### src/rtl/bp_me_io_cmd_arbiter.sv
// Shares one I/O memory-command link among num_req_p requesters: round-robin command grant,
// in-order response routing via an ID FIFO, credit-limited. BP_ME_IO_ARB_FIXED_PRIO_EN selects fixed priority.
module bp_me_io_cmd_arbiter #(
   parameter int num_req_p         = 2,
   parameter int msg_width_p       = 128,
   parameter int max_outstanding_p = 4
) (
   input  logic                             clk_i,
   input  logic                             reset_n_i,
   input  logic [num_req_p*msg_width_p-1:0] req_cmd_i,
   input  logic [num_req_p-1:0]             req_cmd_v_i,
   output logic [num_req_p-1:0]             req_cmd_ready_o,
   output logic [msg_width_p-1:0]           req_resp_o,
   output logic [num_req_p-1:0]             req_resp_v_o,
   input  logic [num_req_p-1:0]             req_resp_yumi_i,
   output logic [msg_width_p-1:0]           mem_cmd_o,
   output logic                             mem_cmd_v_o,
   input  logic                             mem_cmd_ready_i,
   input  logic [msg_width_p-1:0]           mem_resp_i,
   input  logic                             mem_resp_v_i,
   output logic                             mem_resp_yumi_o,
   output logic                             idle_o
);

   localparam int id_w  = (num_req_p > 1) ? $clog2(num_req_p) : 1;
   localparam int ptr_w = $clog2(max_outstanding_p);
   localparam int cnt_w = $clog2(max_outstanding_p + 1);

   logic [msg_width_p-1:0] msg_q, msg_d;
   logic                   reg_v_q, reg_v_d;
   logic [id_w-1:0]        id_fifo_q [max_outstanding_p];
   logic [id_w-1:0]        id_fifo_d [max_outstanding_p];
   logic [ptr_w-1:0]       wr_ptr_q, wr_ptr_d, rd_ptr_q, rd_ptr_d;
   logic [cnt_w-1:0]       cnt_q, cnt_d;
`ifndef BP_ME_IO_ARB_FIXED_PRIO_EN
   logic [id_w-1:0]        rr_q, rr_d;
`endif

   logic [msg_width_p-1:0] slot [num_req_p];
   logic                   free, can_grant, gnt_found, grant, retire, fifo_empty;
   logic [id_w-1:0]        gnt_idx, head;

   always_comb begin
      for (int i = 0; i < num_req_p; i++) begin
         slot[i] = req_cmd_i[i*msg_width_p +: msg_width_p];
      end
   end

   assign fifo_empty = (cnt_q == '0);
   assign free       = ~reg_v_q | (reg_v_q & mem_cmd_ready_i);
   // Credits come from the registered count only, so a retire never feeds the grant path.
   assign can_grant  = reset_n_i & free & (cnt_q < cnt_w'(max_outstanding_p));

   always_comb begin
      int cand;
      cand      = 0;
      gnt_found = 1'b0;
      gnt_idx   = '0;
      for (int j = 0; j < num_req_p; j++) begin
`ifdef BP_ME_IO_ARB_FIXED_PRIO_EN
         cand = j;
`else
         cand = (int'(rr_q) + 1 + j) % num_req_p;
`endif
         if (!gnt_found && req_cmd_v_i[id_w'(cand)]) begin
            gnt_found = 1'b1;
            gnt_idx   = id_w'(cand);
         end
      end
   end

   assign grant = can_grant & gnt_found;

   always_comb begin
      for (int i = 0; i < num_req_p; i++) begin
         req_cmd_ready_o[i] = grant & (gnt_idx == id_w'(i));
      end
   end

   assign head = id_fifo_q[rd_ptr_q];

   always_comb begin
      for (int i = 0; i < num_req_p; i++) begin
         req_resp_v_o[i] = mem_resp_v_i & ~fifo_empty & (head == id_w'(i));
      end
   end

   // Only the head bit of req_resp_v_o can be set, so a yumi on any other bit is masked off.
   assign mem_resp_yumi_o = |(req_resp_v_o & req_resp_yumi_i);
   assign retire          = mem_resp_yumi_o;
   assign req_resp_o      = mem_resp_i;
   assign mem_cmd_o       = msg_q;
   assign mem_cmd_v_o     = reg_v_q;
   assign idle_o          = ~reg_v_q & fifo_empty;

   always_comb begin
      msg_d     = msg_q;
      reg_v_d   = reg_v_q;
      id_fifo_d = id_fifo_q;
      wr_ptr_d  = wr_ptr_q;
      rd_ptr_d  = rd_ptr_q;
      cnt_d     = cnt_q;
`ifndef BP_ME_IO_ARB_FIXED_PRIO_EN
      rr_d      = rr_q;
`endif
      if (grant) begin
         msg_d               = slot[gnt_idx];
         reg_v_d             = 1'b1;
         id_fifo_d[wr_ptr_q] = gnt_idx;
         wr_ptr_d            = wr_ptr_q + 1'b1;
`ifndef BP_ME_IO_ARB_FIXED_PRIO_EN
         rr_d                = gnt_idx;
`endif
      end else if (reg_v_q & mem_cmd_ready_i) begin
         reg_v_d = 1'b0;
      end
      if (retire) begin
         rd_ptr_d = rd_ptr_q + 1'b1;
      end
      case ({grant, retire})
         2'b10:   cnt_d = cnt_q + 1'b1;
         2'b01:   cnt_d = cnt_q - 1'b1;
         default: cnt_d = cnt_q;
      endcase
   end

   always_ff @(posedge clk_i or negedge reset_n_i) begin
      if (!reset_n_i) begin
         msg_q    <= '0;
         reg_v_q  <= 1'b0;
         wr_ptr_q <= '0;
         rd_ptr_q <= '0;
         cnt_q    <= '0;
         for (int i = 0; i < max_outstanding_p; i++) begin
            id_fifo_q[i] <= '0;
         end
`ifndef BP_ME_IO_ARB_FIXED_PRIO_EN
         rr_q     <= id_w'(num_req_p - 1);
`endif
      end else begin
         msg_q     <= msg_d;
         reg_v_q   <= reg_v_d;
         wr_ptr_q  <= wr_ptr_d;
         rd_ptr_q  <= rd_ptr_d;
         cnt_q     <= cnt_d;
         id_fifo_q <= id_fifo_d;
`ifndef BP_ME_IO_ARB_FIXED_PRIO_EN
         rr_q      <= rr_d;
`endif
      end
   end

`ifndef SYNTHESIS
   // A response with nothing outstanding means the link broke protocol.
   resp_without_cmd_a : assert property (@(posedge clk_i) disable iff (!reset_n_i)
      !(mem_resp_v_i && fifo_empty));
`endif

endmodule

### config.mk
export PLATFORM = sky130hd
export DESIGN_NAME = bp_me_io_cmd_arbiter
export DESIGN_NICKNAME = d
export VERILOG_FILES = /design/src/rtl/bp_me_io_cmd_arbiter.sv
export SDC_FILE = /design/constraint.sdc
export NUM_CORES = 1
export LEC_CHECK = 0
export ABC_AREA = 1
export BUFFER_PORTS_ARGS = -buffer_cell sky130_fd_sc_hd__buf_2
export CAP_MARGIN = 20
export CORE_AREA = 3 3 252 254
export CTS_CLUSTER_DIAMETER = 80
export DETAILED_ROUTE_END_ITERATION = 16
export DIE_AREA = 0 0 255 257
export GPL_ROUTABILITY_DRIVEN = 0
export PLACE_DENSITY = 0.31
export SLEW_MARGIN = 20
export SYNTH_ARGS = -nofsm -noshare
export SYNTH_HDL_FRONTEND = slang
export SYNTH_SLANG_ARGS = --single-unit
### constraint.sdc
create_clock -name clk_i -period 2 [get_ports clk_i]
set_clock_uncertainty 0.05 [all_clocks]
set_input_delay 0.2 -clock clk_i [delete_from_list [all_inputs] [get_ports clk_i]]
set_output_delay 0.2 -clock clk_i [all_outputs]
set_load 0.05 [all_outputs]
## Word-level counts from Yosys, hierarchy flattened

Cells that the tools add are included.

- Register bits after elaboration: 141
- Output and inout port bits: 263
- Word-level logic and storage cells: 71

- Add/subtract/negate cells: 6
- Order comparisons: 7
- Eq/ne operators: 2
- Multiplexer cells: 20
- Bitwise operators: 19
- Reduce and logical (&&, ||, !) cells: 7

Operators by type and width:

| operator | number |
|---|---|
| $mux W128 | 3 |
| $mux W1 | 13 |
| $and A1 B1 Y1 | 10 |
| $ge A3 B3 Y1 const B | 2 |
| $lt A1 B3 Y1 const B | 2 |
| $not A2 Y3 | 2 |
| $pmux W3 S2 | 1 |
| $add A2 B1 Y2 const B | 2 |
| $bwmux W4 | 1 |
| $not A1 Y1 | 4 |
| $reduce_bool A2 Y1 | 2 |
| $add A3 B1 Y3 const B | 1 |
| $logic_not A3 Y1 | 1 |
| $lt A3 B1 Y1 const B | 1 |
| $lt A3 B3 Y1 const B | 1 |
| $sub A3 B1 Y3 const B | 1 |
| $add A1 B1 Y1 const B | 2 |
| $and A2 B2 Y2 | 1 |
| $bmux W1 S2 | 1 |
| $demux W1 S2 | 1 |
| $eq A2 B1 Y1 const B | 1 |
| $eq A2 B2 Y1 const B | 1 |
| $ge A2 B2 Y1 const B | 1 |
| $logic_and A1 B1 Y1 | 2 |
| other kinds (4) | 4 |

## Logic depth before layout (Yosys ltp)

Gate-level depths: netlist of run 1.

- Depth in word-level cells: 12
- Gate-level depth with buffers: 13

## Worst setup path after synthesis of run 1

No wires, ideal clock.

- Path type: reg2reg
- From: reg cnt_q[0]
- To: reg cnt_q[2]
- Setup time: 0.131 ns
- Arrival time: 2.276 ns
- Required time: 1.819 ns
- Slack: -0.457 ns
- Cell stages (with the launch flop): 11
- Path buffers: 0
- Clock period less this slack: 2.457 ns
- Cell sequence: dfrtp_1 inv_1 a21boi_0 nand3_1 nand2_1 ha_1 inv_1 fa_1 a21oi_1 o21ai_0 xor2_1

- Longest elaborated chain between the ends: 8
- Elaborated cells between the ends (all ways): 16
- Classes of those cells: add/sub: 2; order compare: 1; eq/ne: 2; mux: 1; bitwise: 7; reduce/logical: 3

Ends and longest elaborated chain:

| what | RTL line | RTL |
|---|---|---|
| from (decl) | 34 | `logic [cnt_w-1:0] cnt_q, cnt_d;` |
| from (signal assigned) | 145 | `cnt_q <= cnt_d;` |
| $logic_not A3 Y1 (*) | 49 | `assign fifo_empty = (cnt_q == '0);` |
| $not A1 Y1 (*) | 84 | `req_resp_v_o[i] = mem_resp_v_i & ~fifo_empty & (head == id_w'(i));` |
| $and A1 B1 Y1 (*) | 84 |  |
| $and A1 B1 Y1 | 84 |  |
| $and A2 B2 Y2 (*) | 89 | `assign mem_resp_yumi_o = \|(req_resp_v_o & req_resp_yumi_i);` |
| $reduce_or A2 Y1 (*) | 89 |  |
| via mem_resp_yumi_o | 21 | `output logic mem_resp_yumi_o,` |
| $eq A2 B1 Y1 / $eq A2 B2 Y1 (equally long branches) | 120 | `case ({grant, retire})` |
| $pmux W3 S2 / $reduce_bool A2 Y1 (equally long branches) | - |  |

The timed path passes the listed nets; every way through them passes the cells marked *.
A chain may end at the register's enable or synchronous reset.

## Worst setup path after layout of run 1

- From: reg cnt_q[0]
- To: reg cnt_q[2]

- Longest elaborated chain between the ends: 8
- Elaborated cells between the ends (all ways): 16
- Classes of those cells: add/sub: 2; order compare: 1; eq/ne: 2; mux: 1; bitwise: 7; reduce/logical: 3

Ends and longest elaborated chain:

| what | RTL line |
|---|---|
| $logic_not A3 Y1 | 49 |
| $not A1 Y1 | 84 |
| $and A1 B1 Y1 (2 in series) | 84 |
| $and A2 B2 Y2 | 89 |
| $reduce_or A2 Y1 | 89 |
| $eq A2 B1 Y1 / $eq A2 B2 Y1 (equally long branches) | 120 |
| $pmux W3 S2 / $reduce_bool A2 Y1 (equally long branches) | - |

Several ways; a longest one is shown, not always the timed one.

==> impl_metrics.json, run 1 <==
{
  "synthCells": 901,
  "syn-mean-instance-area_um2": 7.97,
  "fillers": 6866,
  "maxSlewViolCount": 0,
  "grt_pass1_wl_um": 46100,
  "crit_arrival_ns": 2.29,
  "final_common_cell": "nand2_1",
  "worstSkewPairLatency_ns": 0.46,
  "crit_required_ns": 2.30,
  "p_leak_nw": 6.29,
  "layout_common_cells": "nand2_1 (399), buf_2 (390), dlygate4sd3_1 (257)",
  "p_sw_mw": 8.92,
  "syn_nets": 1299,
  "synth_area_um2": 7180,
  "endpoint": "cnt_q[2]$_DFFE_PN0P_",
  "die_area_um2": 65500,
  "via_per_inst": 3.50,
  "hold_viol": 0,
  "path_class": "reg2reg",
  "numPlacedInstances": 1948,
  "io_buffer_count": 397,
  "grt_usage": 0.0936,
  "clockPowerShare": 0.196,
  "rows": 91,
  "wl_per_cell_um": 13.7,
  "worstPathMaxFanout": 3,
  "ir_worst_vdd_v": 0.000656,
  "cts.sinks": 141,
  "comb_power_share": 0.530,
  "clk_pin_slew_ns": 0.06,
  "wirelength_um": 30800,
  "start_util": 0.117,
  "setup-violations-final": 0,
  "grt_overflow": 0,
  "postRouteAntennaNets": 0,
  "reg2reg_slack_ns": 0.01,
  "ctsLongestPathBuffers": 2,
  "netSwitchingFraction": 0.500,
  "synth_top_area_cell": "dfrtp_1",
  "die_h_um": 257,
  "die_w_um": 255,
  "period_needed_ns": 1.99,
  "hpwl_um": 21400,
  "ys_ff_latch": 141,
  "status": "finished, final reports clean",
  "cts-htree-levels": 4,
  "cp-startpoint": "cnt_q[0]$_DFFE_PN0P_",
  "hold_class": "in2reg",
  "grt_max_degree": 83,
  "worstMarginPinSlew_ns": 0.769,
  "drcViolationCount": 0,
  "detailroute.via_count": 7856,
  "area_growth_pct": 78.0,
  "fin_cells": 2246,
  "first_global_vias": 8260,
  "worstSetupEndpointType": "flip-flop",
  "rsz0062_at_grt": "yes",
  "yosysTopAreaCellShare": 0.488,
  "postLayoutCellArea_um2": 12800,
  "maxSlewHeadroom": 0.487,
  "antenna_found_initial": 1,
  "core_um2": 61500,
  "start_kind": "flip-flop",
  "p_int_mw": 8.91,
  "layout.nets": 1841,
  "layout-drive-gt1-share": 0.335,
  "ys_seq_area_frac": 0.492,
  "power_frac_seq": 0.274,
  "numCtsBuffers": 17,
  "post-route-period-util": 0.995,
  "fmax_mhz": 503,
  "max-cap-violations": 0,
  "synth_cell_type_count": 21,
  "whs_ns": 0.0400,
  "cts_tree": "built",
  "rr_endpoint": "cnt_q[2]$_DFFE_PN0P_",
  "r2r_cells": 11,
  "r2r_start": "cnt_q[0]$_DFFE_PN0P_",
  "place_area_um2": 9380,
  "drt_iter0_drc": 281,
  "clockRootBuffer": "clkbuf_16",
  "yosys_warnings": 0,
  "powerDensity_nw_per_um2": 1400,
  "synthTopCellsByArea": "dfrtp_1 (49%), nand2_1 (21%), buf_4 (13%)",
  "firstDrtPassIters": 4,
  "io_pins": 655
}
## kinds of logic (layout without fill, tap and decap cells)
family / after synthesis / count (layout) / share of synthesized area
AOI/OAI and AO/OA: 13 / 13 / 0.0106
xor gates and xnor gates: 4 / 4 / 0.00488
adders and majority gates: 6 / 6 / 0.0115
buffers and inverters: 188 / 742 / 0.169
DFF: 141 / 141 / 0.492
other: 0 / 1 / 0
and+or+nand+nor: 549 / 549 / 0.312
## layer usage
layer,global-route usage,vias up,part of all wire
met5,0,-,0
met4,0.0515,0,0.040
met3,0.0384,86,0.077
met2,0.160,338,0.49
met1,0.0973,3644,0.39
li1,-,3788,-
## cell usage after synthesis
cell and number:
nand2_1 403, dfrtp_1 140, nand3_1 135, buf_4 128
buf_2 22, clkbuf_1 21, inv_1 16, nor2_1 9
a21oi_1 5, ha_1 5, o21ai_0 4, xor2_1 3
o31ai_1 2, a21boi_0 1, a21oi_2 1, dfstp_2 1
fa_1 1, inv_2 1, nand4_2 1, nor4_1 1
xnor2_1 1
## sequential cells by signal, indices dropped and copies added (netlist names)
name / flops
mem_cmd_o: 128
cnt_q: 3
mem_cmd_v_o: 1
rr_q: 1
id_fifo_q: 4
wr_ptr_q: 2
rd_ptr_q: 2
## how the worst min path moves through the flow
stage | slack, ns | start | end | cells after the start
floorplan | -0.15 | reset_n_i | cnt_q[0]$_DFFE_PN0P_ | 0
global placement | 0.18 | reset_n_i | mem_cmd_o[5]$_DFFE_PN0P_ | 2
detailed placement | 0.17 | reset_n_i | mem_cmd_o[5]$_DFFE_PN0P_ | 2
CTS | 0.007 | req_cmd_i[171] | mem_cmd_o[43]$_DFFE_PN0P_ | 3
global route | 0.03 | req_cmd_i[171] | mem_cmd_o[43]$_DFFE_PN0P_ | 3
finish | 0.04 | req_cmd_i[171] | mem_cmd_o[43]$_DFFE_PN0P_ | 3
## area by class of cell
| cell class | count | area [um2] | share of cell area |
|---|---|---|---|
| Tap cell | 790 | 988 | 0.0774 |
| Timing Repair Buffer | 694 | 5030 | 0.394 |
| Sequential cell | 141 | 3530 | 0.276 |
| Inverter | 17 | 68.8 | 0.00539 |
| Multi-Input combinational cell | 572 | 2530 | 0.198 |
| Clock inverter | 12 | 171 | 0.0134 |
| Antenna cell | 1 | 2.50 | 0.000196 |
| Clock buffer | 19 | 443 | 0.0347 |
## per-stage QoR
step / TNS [ns] / power [mW] / worst slack, ns / utilization
after floorplan: -0.437 / 11.8 / -0.237 / -
after global placement: -0.155 / 13.9 / -0.155 / 0.153
after detailed placement: -0.115 / 13.9 / -0.115 / 0.153
after CTS: -0.0738 / 18.1 / -0.0383 / 0.206
after global routing: -0.210 / 19.0 / -0.140 / 0.208
final: 0 / 17.8 / 0.0104 / 0.208
## power by group through the flow
stage / clock network [mW] / registers, mW / logic, mW
finish: 3.50 / 4.89 / 9.45
global route: 3.79 / 5.06 / 10.1
CTS: 3.71 / 4.90 / 9.45
detailed placement: 0 / 4.90 / 8.97
global placement: 0 / 4.94 / 8.98
floorplan: 0 / 9.14 / 2.70
## repair_timing
action                                  4_1_cts  5_1_grt
hold buffers                                257        0
setup buffers                                 4        4
endpoints found under the setup margin        7        7
pin swaps                                     3        6
hold endpoints to repair                    154        0
gates cloned                                  1        0
gates resized for setup                      17       17
## worst max-delay path, cell delays in order, from the launching register on
cell      delay [ns]
dfrtp_1         0.34
inv_1           0.05
a21boi_1        0.16
buf_4           0.16
nand3_2         0.10
nand2_4         0.10
ha_4            0.13
inv_4           0.04
fa_2            0.39
a21oi_2         0.13
o21ai_1         0.08
xor2_1          0.14
Power figures use the tool's default switching activity.
==> inputs of run 2 (changes only) <==
--- a/config.mk
+++ b/config.mk
@@ -8,12 +8,12 @@
 export ABC_AREA = 1
 export BUFFER_PORTS_ARGS = -buffer_cell sky130_fd_sc_hd__buf_2
 export CAP_MARGIN = 20
-export CORE_AREA = 3 3 252 254
+export CORE_AREA = 3 3 253 255
 export CTS_CLUSTER_DIAMETER = 80
 export DETAILED_ROUTE_END_ITERATION = 16
-export DIE_AREA = 0 0 255 257
+export DIE_AREA = 0 0 256 258
 export GPL_ROUTABILITY_DRIVEN = 0
-export PLACE_DENSITY = 0.31
+export PLACE_DENSITY = 0.3
 export SLEW_MARGIN = 20
 export SYNTH_ARGS = -nofsm -noshare
 export SYNTH_HDL_FRONTEND = slang
==> constraint.sdc (replaced) <==
create_clock -name clk_i -period 1.85 [get_ports clk_i]
set_clock_uncertainty 0.05 [all_clocks]
set_input_delay 0.185 -clock clk_i [delete_from_list [all_inputs] [get_ports clk_i]]
set_output_delay 0.185 -clock clk_i [all_outputs]
set_load 0.05 [all_outputs]
==> run 2 against run 1 <==
The run now ends with negative setup slack left. Final cell count grew 2.0%. Routed wire length is 1.1% higher. Critical path depth rose by 2. Fmax is 2.0% higher. Global-route usage about the same. Register-to-register slack worse by 0.11 ns. Via count shrank 0.79%. Count of clock-buffer cells in the layout decreased by 1. Combinational power up 9%. Critical path type unchanged. Largest cell class unchanged.
==> impl_metrics.json, run 2 (same netlist as run 1, synthesis figures left out) <==
{
  "status": "finished, violations left",
  "violations": "negative setup slack",
  "fin_util": 0.207,
  "io_pins": 655,
  "fillers": 6915,
  "via_per_inst": 3.40,
  "layout.nets": 1836,
  "path_class": "reg2reg",
  "hpwl_um": 21500,
  "hold_viol": 0,
  "core_um2": 61800,
  "grt_overflow": 0,
  "firstDrtPassIters": 4,
  "rows": 91,
  "numPlacedInstances": 1985,
  "critical_path.max_stage_delay_ns": 0.42,
  "tns_ns": -0.146,
  "setup-violations-final": 2,
  "post-route-period-util": 1.05,
  "detailroute.via_count": 7794,
  "rsz0062_at_grt": "yes",
  "wl_per_cell_um": 13.6,
  "worstMarginPinSlew_ns": 0.788,
  "setup_slack_ns": -0.101,
  "layout_common_cells": "nand2_1 (397), buf_2 (390), dlygate4sd3_1 (258)",
  "clockRootBuffer": "clkbuf_16",
  "first_global_vias": 8411,
  "drt_iter0_drc": 247,
  "finalPower_mw": 19.1,
  "period_needed_ns": 1.95,
  "maxSlewViolCount": 0,
  "max-cap-violations": 0,
  "worstSetupEndpointType": "flip-flop",
  "multiInputGateArea_um2": 2560,
  "place_area_um2": 9430,
  "antenna_found_initial": 2,
  "slowest_stage": "dfrtp_1",
  "hold_class": "in2reg",
  "cts-htree-levels": 4,
  "start_util": 0.116,
  "drcViolationCount": 0,
  "largest_reg_flops": 128,
  "regArea_um2": 3530,
  "numCtsBuffers": 17,
  "ctsLongestPathBuffers": 2,
  "start_kind": "flip-flop",
  "cts_tree": "built",
  "grt_pass1_wl_um": 47500,
  "worstPathMaxFanout": 5,
  "grt_max_degree": 85,
  "die_w_um": 256,
  "cts.sinks": 141,
  "layout-drive-gt1-share": 0.334,
  "fmax_mhz": 513,
  "postRouteAntennaNets": 0,
  "crit_arrival_ns": 2.25,
  "crit_required_ns": 2.15,
  "maxSlewHeadroom": 0.475,
  "grt_usage": 0.0939,
  "wirelength_um": 31100,
  "p_leak_nw": 6.27,
  "crit_family": "adder cells",
  "worstPathCellList": "inv_2 -> nand2_2 -> nand2_1 -> nand2_1 -> nand2_2 -> nand3_4 -> nand2_8 -> ha_4 -> inv_2 -> fa_2 -> a21oi_1 -> o21ai_1 -> xor2_1",
  "area_growth_pct": 78.6,
  "powerDensity_nw_per_um2": 1490,
  "worstSkewPairLatency_ns": 0.46,
  "fin_cells": 2290,
  "final_common_cell": "nand2_1",
  "clk_pin_slew_ns": 0.06,
  "io_buffer_count": 397,
  "ir_worst_vdd_v": 0.000838,
  "worst-path-buf-inv": 2,
  "postLayoutCellArea_um2": 12800,
  "die_area_um2": 66000,
  "die_h_um": 258
}
-- run 2: cell types whose count changed in the layout (fill, tap and decap cells not counted), sizes merged --
cell / delta
clkinvlp: -1
buf: -6
inv: +3
dlygate4sd3: +1
bufinv: -3
clkinv: +3
diode: +1
bufbuf: -1
-- run 2: per-stage QoR --
step / setup WS (ns) / hold slack [ns]
2_1_floorplan: -0.217 / -0.161
3_3_place_gp: -0.241 / 0.308
3_5_place_dp: -0.212 / 0.320
4_1_cts: -0.116 / 0.0645
5_1_grt: -0.210 / 0.0361
6_report: -0.101 / 0.0702
-- run 2: final timing paths --
kind                                                start                        end  slack (ns)  depth (start not counted)
worst min register to register  mem_cmd_o[17]$_DFFE_PN0P_  mem_cmd_o[17]$_DFFE_PN0P_        0.44                          2
max in group asynchronous                       reset_n_i    mem_cmd_v_o$_DFFE_PN0P_        0.69                          3
min in group asynchronous                       reset_n_i   mem_cmd_o[8]$_DFFE_PN0P_        0.36                          3
worst min-delay path                       req_cmd_v_i[0]   id_fifo_q[3]$_DFFE_PN0P_        0.07                          3
worst max-delay path              rd_ptr_q[0]$_DFFE_PN0P_       cnt_q[2]$_DFFE_PN0P_       -0.10                         13
worst max register to register    rd_ptr_q[0]$_DFFE_PN0P_       cnt_q[2]$_DFFE_PN0P_       -0.10                         13
-- run 2: layout make-up --
class,count,share of cell area
diodes,2,0.000390
clock buffers,18,0.0342
multi-input cells,572,0.199
repair buffers,689,0.393
flip-flops and latches,141,0.275
clock inverters,14,0.0107
well taps,837,0.0817
inverters,17,0.00517
-- run 2: routing by layer --
metal,up-vias,track usage,part of all wire
li1,3788,-,-
met1,3588,0.0984,0.39
met2,344,0.158,0.49
met3,74,0.0402,0.078
met4,0,0.0545,0.041
met5,-,0,0
-- run 2: worst reg2reg max path, cell delays in order, from the launching register on --
cell	delay (ns)
dfrtp_1	0.42
inv_2	0.10
nand2_2	0.06
nand2_1	0.06
nand2_1	0.06
nand2_2	0.08
nand3_4	0.10
nand2_8	0.08
ha_4	0.12
inv_2	0.04
fa_2	0.33
a21oi_1	0.12
o21ai_1	0.09
xor2_1	0.14
-- run 2: power breakdown --
group          leakage, nW  switching (mW)  internal, mW
Sequential            1.75           0.780          4.51
Combinational         4.24            7.40          2.87
Clock                0.277            1.60          1.90
Total                 6.27            9.78          9.29
-- run 2: timing repair --
item,4_1_cts,5_1_grt
hold buffers,258,0
endpoints found under the setup margin,11,52
pin swaps,8,3
buffers inserted,9,3
hold endpoints to repair,269,0
gates cloned,0,1
gates resized for setup,24,7
==> inputs of run 3 (changes only) <==
--- a/config.mk
+++ b/config.mk
@@ -5,13 +5,13 @@
 export SDC_FILE = /design/constraint.sdc
 export NUM_CORES = 1
 export LEC_CHECK = 0
-export ABC_AREA = 1
+export ABC_AREA = 0
 export BUFFER_PORTS_ARGS = -buffer_cell sky130_fd_sc_hd__buf_2
 export CAP_MARGIN = 20
-export CORE_AREA = 3 3 253 255
+export CORE_AREA = 3 3 256 258
 export CTS_CLUSTER_DIAMETER = 80
 export DETAILED_ROUTE_END_ITERATION = 16
-export DIE_AREA = 0 0 256 258
+export DIE_AREA = 0 0 259 261
 export GPL_ROUTABILITY_DRIVEN = 0
 export PLACE_DENSITY = 0.3
 export SLEW_MARGIN = 20
==> run 3 against run 2 <==
The run still ends with negative setup slack left. Non-clock buffer count rose by 21. Count of clock-buffer cells in the layout rose by 3. Die area rose by 2.3%. First-iteration DRC count fell by 40%. Clock power about the same. Sequential share of layout area decreased by 0.92 points. Routed wire length down 7.5%. Synthesized area is 5.2% higher. Final cell count decreased by 5.7%. Register-to-register slack got worse by 0.30 ns. Worst hold slack improved by 0.22 ns.
==> impl_metrics.json, run 3 <==
{
  "start_util": 0.119,
  "synth_area_um2": 7550,
  "die_h_um": 261,
  "crit_family": "multiplexers",
  "drt_iter0_drc": 147,
  "synth-simple-area-share": 0.0741,
  "slowest_stage": "mux4_2",
  "status": "finished, violations left",
  "hpwl_um": 19700,
  "layout.nets": 1698,
  "core_um2": 63200,
  "fmax_mhz": 444,
  "ir_worst_vdd_v": 0.000669,
  "synth_edf_count": 0,
  "powerDensity_nw_per_um2": 1560,
  "synthTopCellsByArea": "dfrtp_1 (46%), mux2i_1 (17%), buf_4 (13%)",
  "crit_arrival_ns": 2.58,
  "synth_cell_type_count": 29,
  "synthCells": 743,
  "p_leak_nw": 6.45,
  "syn_nets": 1141,
  "worst-path-buf-inv": 1,
  "area_growth_pct": 75.8,
  "synth.most_common_cell": "dfrtp_1",
  "via_per_inst": 3.29,
  "die_w_um": 259,
  "postRouteAntennaNets": 0,
  "worstPathMaxFanout": 2,
  "postLayoutCellArea_um2": 13300,
  "maxSlewHeadroom": 0.522,
  "worstSkewPairLatency_ns": 0.46,
  "die_area_um2": 67600,
  "grtUsageMet2": 0.137,
  "cpMostUsedCell": "xor2_1",
  "yosys-top-cells-count": "dfrtp_1 (140), nand2_1 (135), buf_4 (130), mux2i_1 (129), o21ai_0 (102)",
  "crit_required_ns": 2.18,
  "worstPathCellList": "mux4_2 -> mux2i_4 -> ha_4 -> inv_2 -> fa_2 -> xor2_1 -> nor2_1 -> xor2_1",
  "ys_seq_area_frac": 0.468,
  "synth_xor_area_frac": 0.00696,
  "numCtsBuffers": 17,
  "largest_reg_flops": 128,
  "grt_max_degree": 113,
  "clk_pin_slew_ns": 0.07,
  "grt_usage": 0.0807,
  "cts_tree": "built",
  "synth-async-reset-ratio": 1.00,
  "maxSlewViolCount": 0,
  "final_common_cell": "buf_2",
  "cts-htree-levels": 4,
  "layout_common_cells": "buf_2 (390), dlygate4sd3_1 (258), dfrtp_1 (139)",
  "grt_pass1_wl_um": 41100,
  "finalPower_mw": 20.6,
  "top_usage_layer": "met2",
  "detailroute.via_count": 7096,
  "ctsLongestPathBuffers": 2,
  "hold_viol": 0,
  "synthMuxAreaShare": 0.182,
  "io_buffer_count": 397,
  "drcViolationCount": 0,
  "start_kind": "flip-flop",
  "syn-mean-instance-area_um2": 10.2,
  "max-cap-violations": 0,
  "fillers": 6877,
  "hold_class": "in2async",
  "setup-violations-final": 7,
  "wirelength_um": 28800,
  "antenna_found_initial": 0,
  "place_area_um2": 9810,
  "post-route-period-util": 1.22,
  "first_global_vias": 7415,
  "synth_top_area_cell": "dfrtp_1",
  "layout-drive-gt1-share": 0.382,
  "critical_path.max_stage_delay_ns": 0.57,
  "worstMarginPinSlew_ns": 0.717,
  "cp-startpoint": "rd_ptr_q[0]$_DFFE_PN0P_",
  "regArea_um2": 3530,
  "r2r_start": "rd_ptr_q[0]$_DFFE_PN0P_",
  "antenna_cells": 0,
  "path_class": "reg2reg",
  "synth_ff_type": "dfrtp_1",
  "ys_ff_latch": 141,
  "io_pins": 655,
  "cts.sinks": 141,
  "synth_top_family_by_area": "multiplexers",
  "yosys_warnings": 0,
  "synth_compound_area_frac": 0.0898,
  "synthAdderAreaFrac": 0.0109,
  "grt_overflow": 0,
  "yosysTopAreaCellShare": 0.464,
  "rsz0062_at_grt": "yes",
  "firstDrtPassIters": 4,
  "multiInputGateArea_um2": 2810,
  "setup_slack_ns": -0.401,
  "clockRootBuffer": "clkbuf_16",
  "rows": 92,
  "period_needed_ns": 2.25,
  "met1_usage": 0.0843,
  "use_met3": 0.0326,
  "worstSetupEndpointType": "flip-flop",
  "wl_per_cell_um": 13.3,
  "violations": "negative setup slack"
}
[run 3: cell count changes in the layout (fill, tap and decap cells not counted), sizes merged, moves of 6 or more]
| cell | delta |
|---|---|
| buf | +18 |
| nand2 | -268 |
| mux2i | +130 |
| nor2 | -6 |
| o21ai | +125 |
| nand3 | -135 |
| inv | -14 |
| a21oi | -6 |
[run 3: area by class of cell]
class | instances | area share
timing repair buffer | 710 | 0.396
sequential | 141 | 0.266
multi-input combinational | 424 | 0.211
clock inverter | 11 | 0.00877
clock buffer | 21 | 0.0355
tap | 846 | 0.0798
inverter | 6 | 0.00207
[run 3: per-stage QoR]
step	hold WS, ns	utilization	worst slack, ns	instances	TNS, ns
CTS	0.320	0.208	-0.425	2154	-2.00
global placement	0.289	0.155	-0.439	1858	-0.657
floorplan	-0.161	-	-0.714	743	-1.81
global route	0.320	0.210	-0.500	2159	-2.36
detailed placement	0.286	0.155	-0.442	1858	-0.672
finish	0.292	0.210	-0.401	2159	-1.51
[run 3: kinds of logic after synthesis]
group | Yosys count
and+or+nand+nor | 144
buffers and inverters | 178
DFF | 141
xor gates and xnor gates | 6
muxes | 135
AOI/OAI and AO/OA | 133
adders and majority gates | 6
[run 3: tightest hold or removal path, stage by stage]
cell and delay, ns:
dlygate4sd3_1 0.55, buf_6 0.11, buf_12 0.42
[run 3: worst paths after layout]
check / depth (start not counted) / to / slack (ns)
min: 3 / mem_cmd_o[68]$_DFFE_PN0P_ / 0.29
max reg2reg: 8 / cnt_q[2]$_DFFE_PN0P_ / -0.40
max: 8 / cnt_q[2]$_DFFE_PN0P_ / -0.40
min in group clk_i: 0 / req_resp_o[103] / 0.32
min reg2reg: 2 / mem_cmd_o[97]$_DFFE_PN0P_ / 0.42
max in group asynchronous: 4 / mem_cmd_o[119]$_DFFE_PN0P_ / 0.47
[run 3: where the power goes]
group          switching, mW  internal, mW
Combinational           8.24          3.44
Clock                   1.46          2.08
Sequential             0.777          4.65
[run 3: repair_timing]
| action | 4_1_cts | 5_1_grt |
|---|---|---|
| setup buffers | 5 | 2 |
| resized for setup | 26 | 7 |
| setup endpoints to repair | 8 | 67 |
| hold buffers | 258 | 0 |
| pin swaps | 4 | 2 |
| cloned | 1 | 4 |
| hold endpoints to repair | 239 | 0 |
[run 3: per-layer routing]
metal,part of all wire,vias to the layer above
met5,0,-
met4,0.035,0
met3,0.072,63
met2,0.50,299
met1,0.40,3239
li1,-,3495
